## src/rtl/tester_pkg.sv

```systemverilog
// Shared definitions for the UART transmit arbiter.
package tester_pkg;

  localparam int unsigned N_REQ_DEF = 3;
  localparam int unsigned GRANT_W   = 2;

  typedef enum logic [1:0] {
    ST_IDLE,
    ST_LOAD,
    ST_WAIT,
    ST_SEND
  } state_t;

endpackage

```

## src/rtl/tx_arbiter_rr_pick.sv

```systemverilog
// Round-robin selector: first set request after last_grant, wrapping modulo N_REQ.
module rr_pick
  import tester_pkg::*;
#(
  parameter int unsigned N_REQ = N_REQ_DEF
) (
  input  logic [N_REQ-1:0]   req,
  input  logic [GRANT_W-1:0] last,
  output logic [GRANT_W-1:0] sel,
  output logic               valid
);

  // Scan offsets 1..N_REQ from last; the first requesting index wins.
  always_comb begin
    sel   = '0;
    valid = 1'b0;
    for (int unsigned off = 1; off <= N_REQ; off++) begin
      for (int unsigned j = 0; j < N_REQ; j++) begin
        if (!valid && req[j] && (j == (32'(last) + off) % N_REQ)) begin
          valid = 1'b1;
          sel   = GRANT_W'(j);
        end
      end
    end
  end

endmodule

```

## src/rtl/tx_arbiter.sv

```systemverilog
// Arbitrates several byte requesters onto a single uart_tx, with a service timeout.
module tx_arbiter
  import tester_pkg::*;
#(
  parameter int unsigned N_REQ       = N_REQ_DEF,
  parameter int unsigned TIMEOUT_CYC = 100000
) (
  input  logic               in_clk,
  input  logic               in_rst,
  input  logic [N_REQ-1:0]   in_req,
  input  logic [N_REQ*8-1:0] in_data,
  input  logic               in_utx_s_bs,
  input  logic               in_utx_s_rd,
  output logic [N_REQ-1:0]   out_ack,
  output logic [1:0]         out_grant,
  output logic [7:0]         out_utx_data,
  output logic               out_utx_s_en,
  output logic               out_busy,
  output logic               out_err
);

  localparam int unsigned       CNT_W     = (TIMEOUT_CYC > 2) ? $clog2(TIMEOUT_CYC) : 1;
  localparam logic [CNT_W-1:0]  CNT_LAST  = CNT_W'(TIMEOUT_CYC - 1);
  localparam logic [1:0]        LAST_RST  = 2'(N_REQ - 1);

  state_t             state;
  logic [1:0]         last_grant;
  logic [CNT_W-1:0]   cnt;
  logic [1:0]         pick;
  logic               pick_vld;
  logic [7:0]         pick_data;
  logic [N_REQ-1:0]   pick_hot;
  logic               timeout;

  rr_pick #(.N_REQ(N_REQ)) u_pick (
    .req   (in_req),
    .last  (last_grant),
    .sel   (pick),
    .valid (pick_vld)
  );

  // Byte and one-hot ack for the requester the selector currently points at.
  always_comb begin
    pick_data = '0;
    pick_hot  = '0;
    for (int unsigned j = 0; j < N_REQ; j++) begin
      if (pick == 2'(j)) begin
        pick_data   = in_data[j*8 +: 8];
        pick_hot[j] = 1'b1;
      end
    end
  end

  assign timeout = (cnt == CNT_LAST);

  // Service FSM; outputs are registered alongside the state they belong to.
  always_ff @(posedge in_clk) begin
    if (!in_rst) begin
      state        <= ST_IDLE;
      out_ack      <= '0;
      out_utx_s_en <= 1'b0;
      out_busy     <= 1'b0;
      out_err      <= 1'b0;
      out_grant    <= '0;
      out_utx_data <= '0;
      cnt          <= '0;
      last_grant   <= LAST_RST;
    end else begin
      out_err <= 1'b0;
      out_ack <= '0;
      case (state)
        ST_IDLE: begin
          cnt <= '0;
          if (pick_vld) begin
            out_grant    <= pick;
            out_utx_data <= pick_data;
            out_ack      <= pick_hot;
            out_busy     <= 1'b1;
            state        <= ST_LOAD;
          end
        end
        default: begin
          // Timeout is checked before the per-state moves so it overrides a same-cycle rd.
          if (timeout) begin
            state        <= ST_IDLE;
            out_busy     <= 1'b0;
            out_utx_s_en <= 1'b0;
            out_err      <= 1'b1;
            last_grant   <= out_grant;
            cnt          <= '0;
          end else begin
            cnt <= cnt + 1'b1;
            case (state)
              ST_LOAD: state <= ST_WAIT;
              ST_WAIT: begin
                if (!in_utx_s_bs) begin
                  state        <= ST_SEND;
                  out_utx_s_en <= 1'b1;
                end
              end
              ST_SEND: begin
                if (in_utx_s_rd) begin
                  state        <= ST_IDLE;
                  out_utx_s_en <= 1'b0;
                  out_busy     <= 1'b0;
                  last_grant   <= out_grant;
                end
              end
              default: ;
            endcase
          end
        end
      endcase
    end
  end

endmodule

```

## config.mk

```make
export PLATFORM = sky130hd
export DESIGN_NAME = tx_arbiter
export DESIGN_NICKNAME = d
export VERILOG_FILES = /design/src/rtl/tester_pkg.sv /design/src/rtl/tx_arbiter_rr_pick.sv /design/src/rtl/tx_arbiter.sv
export SDC_FILE = /design/constraint.sdc
export NUM_CORES = 1
export LEC_CHECK = 0
export ABC_AREA = 1
export CORE_ASPECT_RATIO = 1.2
export CORE_MARGIN = 4
export CORE_UTILIZATION = 44
export DETAILED_ROUTE_END_ITERATION = 10
export GPL_ROUTABILITY_DRIVEN = 0
export MAX_ROUTING_LAYER = met4
export PLACE_DENSITY = 0.75
export SYNTH_ARGS = -nofsm -noshare
export SYNTH_HDL_FRONTEND = slang
export SYNTH_SLANG_ARGS = --single-unit
```

## constraint.sdc

```tcl
create_clock -name in_clk -period 1.85 [get_ports in_clk]
set_input_delay 0.37 -clock in_clk [delete_from_list [all_inputs] [get_ports in_clk]]
set_output_delay 0.37 -clock in_clk [all_outputs]
set_load 0.05 [all_outputs]
```

==> reports/qor.txt <==
Comb pwr share - 30.7%
cell with the most instances after synthesis - nand2_1
global-route wire length before repair - 8400 um
Port Buffers - 46
top sig layer - met4
minimum clock period - 1810 ps
IR drop worst, VDD - 0.501 mV
antenna violation net count after detailed routing - 0
Int Power - 0.00159 W
RSZ-0062 raised after global routing - yes
Clock transition at path regs - 80 ps
LEAKAGE - 1.16 nW
via count - 2,112
core area - 4290 sq um
relative slew slack - 66.1%
diode count - 0
design area - 2820 sq um
post-synthesis register bit count - 37
routed wire length - 5200 um
gr usage total - 20.3%
worst setup margin - 40.2 ps
Initial Utilization - 45.5%
violation count after the first detailed-route iteration - 146
Startpoint Class - register
clock network fraction of total power - 30.9%
PwrDens - 844 nW/um^2
Avg Cell Area, Syn - 6.86 sq um
Final Max Tran Viols - 0
Multi-input gate area - 1140 sq um
Clock Skews - 4.39 ps
GR Overflow Total - 0
drt drc - 0
First-pass DRT Iterations - 4
DPL Wire Length - 4010 um
Final setup viols - 0
Clock Tree Buf Depth - 2
fmax - 553 MHz
routed wl met3 - 328 um
# rows - 26
fill count - 378
Sw Share - 33.4%
Cell Area, Synth - 1960 sq um
layout cells sized above 1 - 22.5%
Seq/Total Area, Yosys - 37.9%
Register Area - 746 sq um
most area-hungry cell type in the Yosys netlist - dfxtp_1
Net Sw Power - 0.000794 W
Async SR Flop Fraction - 0%
Die X - 68.9 um
hold_ws - 435 ps
largest net degree at the start of global routing - 20
Avg WL per Cell - 12.6 um
CP endpoint kind - register
hold violation count in the final report - 0
setup TNS - 0 ps
Final Power - 0.00238 W
CP Max Fanout - 8
arrival time at the worst endpoint - 1990 ps
CTS sink cnt - 37
setup slack at placement - -260 ps
maximum capacitance violations - 0
Vias/cell - 5.14
outcome - complete, no violations
TritonCTS clock tree - built
Critical Path RT - 2040 ps
initial antenna violation count - 0
Die Area - 5580 sq um
Post-DP Area - 2560 sq um
Worst Tran Pin Value - 507 ps
period utilisation layout - 97.8%
sequential power share - 38.5%
vias in the first global route - 2,006
Synth warnings - 0
I/O pin count - 47
final net count - 388
Root Buffer - clkbuf_8
largest cells by area after synthesis - dfxtp_1 38%, nand2_1 11%, nor2_1 8.3%, nand4_1 6.4%, inv_1 5.6%
Synth Flop Type - dfxtp_1
TritonCTS Buffers - 5
WL met1 - 2200 um
metal2 WL - 2610 um
commonest cells in the netlist - 57 x nand2_1, 43 x nor2_1, 37 x dfxtp_1
Die Span Y - 81.0 um
gate count after technology mapping - 285
Layout area overhead - 44.1%
# H-tree levels - 2
Hold/Removal Path Class - register to register
syn nets - 319
count of different cell masters after synthesis - 31
worst skew pair latency - 290 ps
post-synth top area share - 37.9%
EDFF count, synth - 0
crit path kind - register to register
==> power by group through the flow <==
stage	Sequential (W)	Combinational (W)	Clock, W
after floorplan	0.00111	0.000249	0
after global placement	0.000929	0.000681	0
after detailed placement	0.000928	0.000690	0
after CTS	0.000913	0.000703	0.000748
after global routing	0.000925	0.000789	0.000787
final	0.000916	0.000730	0.000734
==> layout make-up <==
class                      instances  share of cell area [%]
clock buffer                       6                    2.93
clock inverter                     2                    1.33
inverter                          34                    4.75
multi-input combinational        209                    40.6
sequential                        37                    26.5
tap                               56                    2.49
timing repair buffer              66                    21.2
timing repair inverter             1                   0.266
==> registers in the layout (all words and copies together), names as in the netlist <==
register	count
cnt	17
last_grant	2
out_grant	2
out_err	1
state	2
out_utx_s_en	1
out_utx_data	8
out_ack	3
out_busy	1
==> worst max-delay path, stage by stage, from the launching register on <==
cell     delay (ps)
dfxtp_2         340
inv_2            50
ha_4            280
nand2_4          50
buf_6           120
nand3_2          50
nor2_2           40
nand4_1          70
nand2_2         110
buf_4           150
buf_4           150
nand2_1          80
nand2_1          70
nor2_2          100
nor2_1           50
==> repair_timing <==
| action | in CTS | in global routing |
|---|---|---|
| cloned | 0 | 1 |
| gates resized for setup | 7 | 27 |
| setup endpoints to repair | 10 | 19 |
| pin swaps | 3 | 13 |
| hold endpoints to repair | 0 | 0 |
| hold buffers | 0 | 0 |
| setup buffers | 0 | 2 |
==> worst paths after layout <==
path                            slack, ps           from               to  cells after the start
worst max-delay path                   40  last_grant[0]  out_utx_data[2]                     14
worst max register to register         40  last_grant[0]  out_utx_data[2]                     14
worst min register to register        440         cnt[0]           cnt[0]                      1
worst min-delay path                  440         cnt[0]           cnt[0]                      1
==> cell usage in the layout (no fill, tap or decap), types with 3 or more instances in the layout <==
master	netlist	layout
a21oi_1	14	14
buf_4	1	31
clkbuf_8	0	6
clkdlybuf4s50_1	0	32
clkinvlp_4	0	3
dfxtp_1	37	33
dfxtp_2	0	4
inv_1	29	27
inv_2	5	5
nand2_1	57	53
nand2_2	6	8
nand3_1	13	9
nand3_2	1	4
nand4_1	20	20
nor2_1	43	39
nor2_2	2	5
nor3_1	14	14
nor3b_1	3	3
o21ai_0	16	12
o21ai_1	0	4
==> metrics by stage <==
step	utilization, %	cells
floorplan	-	285
finish	65.6	411
global route	65.6	411
detailed placement	59.5	400
global placement	59.5	400
CTS	63.1	408
==> metal layers <==
layer,track usage (%),up-vias
met5,-,-
met2,34.2,63
li1,-,1087
met1,21.9,955
met4,7.02,0
met3,6.78,7
==> cell families after synthesis <==
family	share of synthesized area (%)
AND/OR/NAND/NOR	41.3
flip-flops	37.9
adder cells (fa/ha/maj)	1.92
XOR/XNOR	0.896
buffers and inverters	8.19
AO/OA/AOI/OAI	9.85
No activity file was read; power rests on OpenSTA's default activity.
==> RTL change: new RTL, same settings <==
The 4 states of `state_t` get a Gray code encoding in 2 bits.
--- a/src/rtl/tester_pkg.sv
+++ b/src/rtl/tester_pkg.sv
@@ -7,6 +7,6 @@
   typedef enum logic [1:0] {
-    ST_IDLE,
-    ST_LOAD,
-    ST_WAIT,
-    ST_SEND
+    ST_IDLE = 2'b00,
+    ST_LOAD = 2'b01,
+    ST_WAIT = 2'b11,
+    ST_SEND = 2'b10
   } state_t;
Function: same outputs for any inputs over 4 cycles, from zero or initial values and one cycle with in_rst low; so few cycles prove little.
==> RTL change against the unedited design <==
  * Via count is 3.6% lower
  * Worst setup slack worse by 0.015 ns
  * Sequential cell count is the same
  * Clock skew rose by 0.0073 ns
  * Critical path type is now flip-flop to output pin
  * Design area is 4.4% higher
  * Synthesized cell count grew 4.6%
  * Routed wire length down 3.8%
  * Die area increased by 3.7%
  * Hold slack gained 0.0047 ns
  * Area after synthesis is 4.2% higher
Power is not compared: it rests on default switching activity, and its combinational part moved more than twofold at a synthesized area within 25%.
==> RTL change: results <==
export IMPL_internal_power_mw=1.92
export IMPL_pg_clk_uw=580
export IMPL_synth_lib_cells_used_distinct=28
export IMPL_max_vdd_drop_mv=0.658
export IMPL_commonest_cells_post_synth="nand2_1, nor2_1, inv_1"
export IMPL_status="finished, final reports clean"
export IMPL_clk_skew_ns=0.0117
export IMPL_firstDrtPassIters=4
export IMPL_main_synth_ff_type="dfxtp_1"
export IMPL_first_global_vias=2051
export IMPL_worstHoldPathType="flip-flop to flip-flop"
export IMPL_totalWireLength_um=5000
export IMPL_placement_stage_cell_area_um2=2620
export IMPL_synth_avg_cell_area_um2=6.84
export IMPL_critical_path_max_fanout=1
export IMPL_antenna_found_initial=0
export IMPL_power_net_switching_mw=1.55
export IMPL_maximum_clock_insertion_buffer_count=2
export IMPL_worst_slew_pin_slew_ns=0.516
export IMPL_layout_cells_non_filler=424
export IMPL_crit_path_top_delay_cell="clkdlybuf4s50_1"
export IMPL_placed_cells=409
export IMPL_crit_path_max_incr_delay_ns=0.81
export IMPL_grt_max_degree=12
export IMPL_drive_above_1_share=0.228
export IMPL_cts_max_level=2
export IMPL_detailroute_via_count=2035
export IMPL_yosysSeqAreaShare=0.364
export IMPL_pre_cts_setup_slack_ns=-0.192
export IMPL_groute_usage_overall=0.183
export IMPL_netlist_top_cells_area="dfxtp_1, nand2_1, nor2_1"
export IMPL_worst_path_dominant_cell_family="buffers and inverters"
export IMPL_cp_data_arrival_time_ns=1.46
export IMPL_drt_iter0_markers=69
export IMPL_grt_first_pass_wirelength_um=8180
export IMPL_synth_async_sr_flop_share=0
export IMPL_synth_nets=338
export IMPL_hpwlAfterDp_um=3740
export IMPL_n_fill_cell=392
export IMPL_layout_cell_area_non_filler_um2=2940
export IMPL_inserted_clock_buffers=5
## RTL change: cell types whose count changed after synthesis, sizes merged, moves of 3 or more
cell    before  now
nand3       14   33
nand4       20    6
inv         34   43
ha           3    9
nand2       63   68
a21oi       14   18
nor3        15   11
o21ai       16   12
clkinv       0    3
nor2        46   49
nor3b        3    0
nor4         3    0
## RTL change: metal layers
metal / wire [um] / up-vias / track usage / part of all wire
met5: 0 / - / - / 0
met4: 65 / 0 / 0.0690 / 0.013
met3: 380 / 6 / 0.0666 / 0.076
met2: 2490 / 50 / 0.343 / 0.50
met1: 2060 / 892 / 0.173 / 0.41
li1: - / 1087 / - / -
## RTL change: timing repair
action	4_1_cts	5_1_grt
cloned	0	1
buffers inserted	0	7
pin swaps	0	22
setup endpoints to repair	13	20
gates resized for setup	2	42
## RTL change: cells by family after synthesis
logic type               Yosys count  share of synthesized area
AO/OA/AOI/OAI                     32                     0.0811
XOR/XNOR                           3                     0.0129
adder cells (fa/ha/maj)            9                     0.0553
buffers and inverters             49                     0.0958
flip-flops                        37                      0.364
AND/OR/NAND/NOR                  168                      0.391
## RTL change: layout make-up
type / instances / area share
clock inverters: 1 / 0.00255
flip-flops and latches: 37 / 0.254
repair buffers: 65 / 0.204
clock buffers: 6 / 0.0280
well taps: 56 / 0.0238
multi-input cells: 213 / 0.428
inverters: 46 / 0.0595
## RTL change: worst paths after layout
kind	from	to	slack (ns)	cells after the start
max	out_ack[2]$_SDFF_PN0_	out_ack[2]	0.02	1
min	cnt[0]$_SDFF_PP0_	cnt[0]$_SDFF_PP0_	0.44	1
max reg2reg	last_grant[0]$_SDFFE_PN0P_	out_utx_data[2]$_SDFFE_PN0P_	0.06	13
min reg2reg	cnt[0]$_SDFF_PP0_	cnt[0]$_SDFF_PP0_	0.44	1
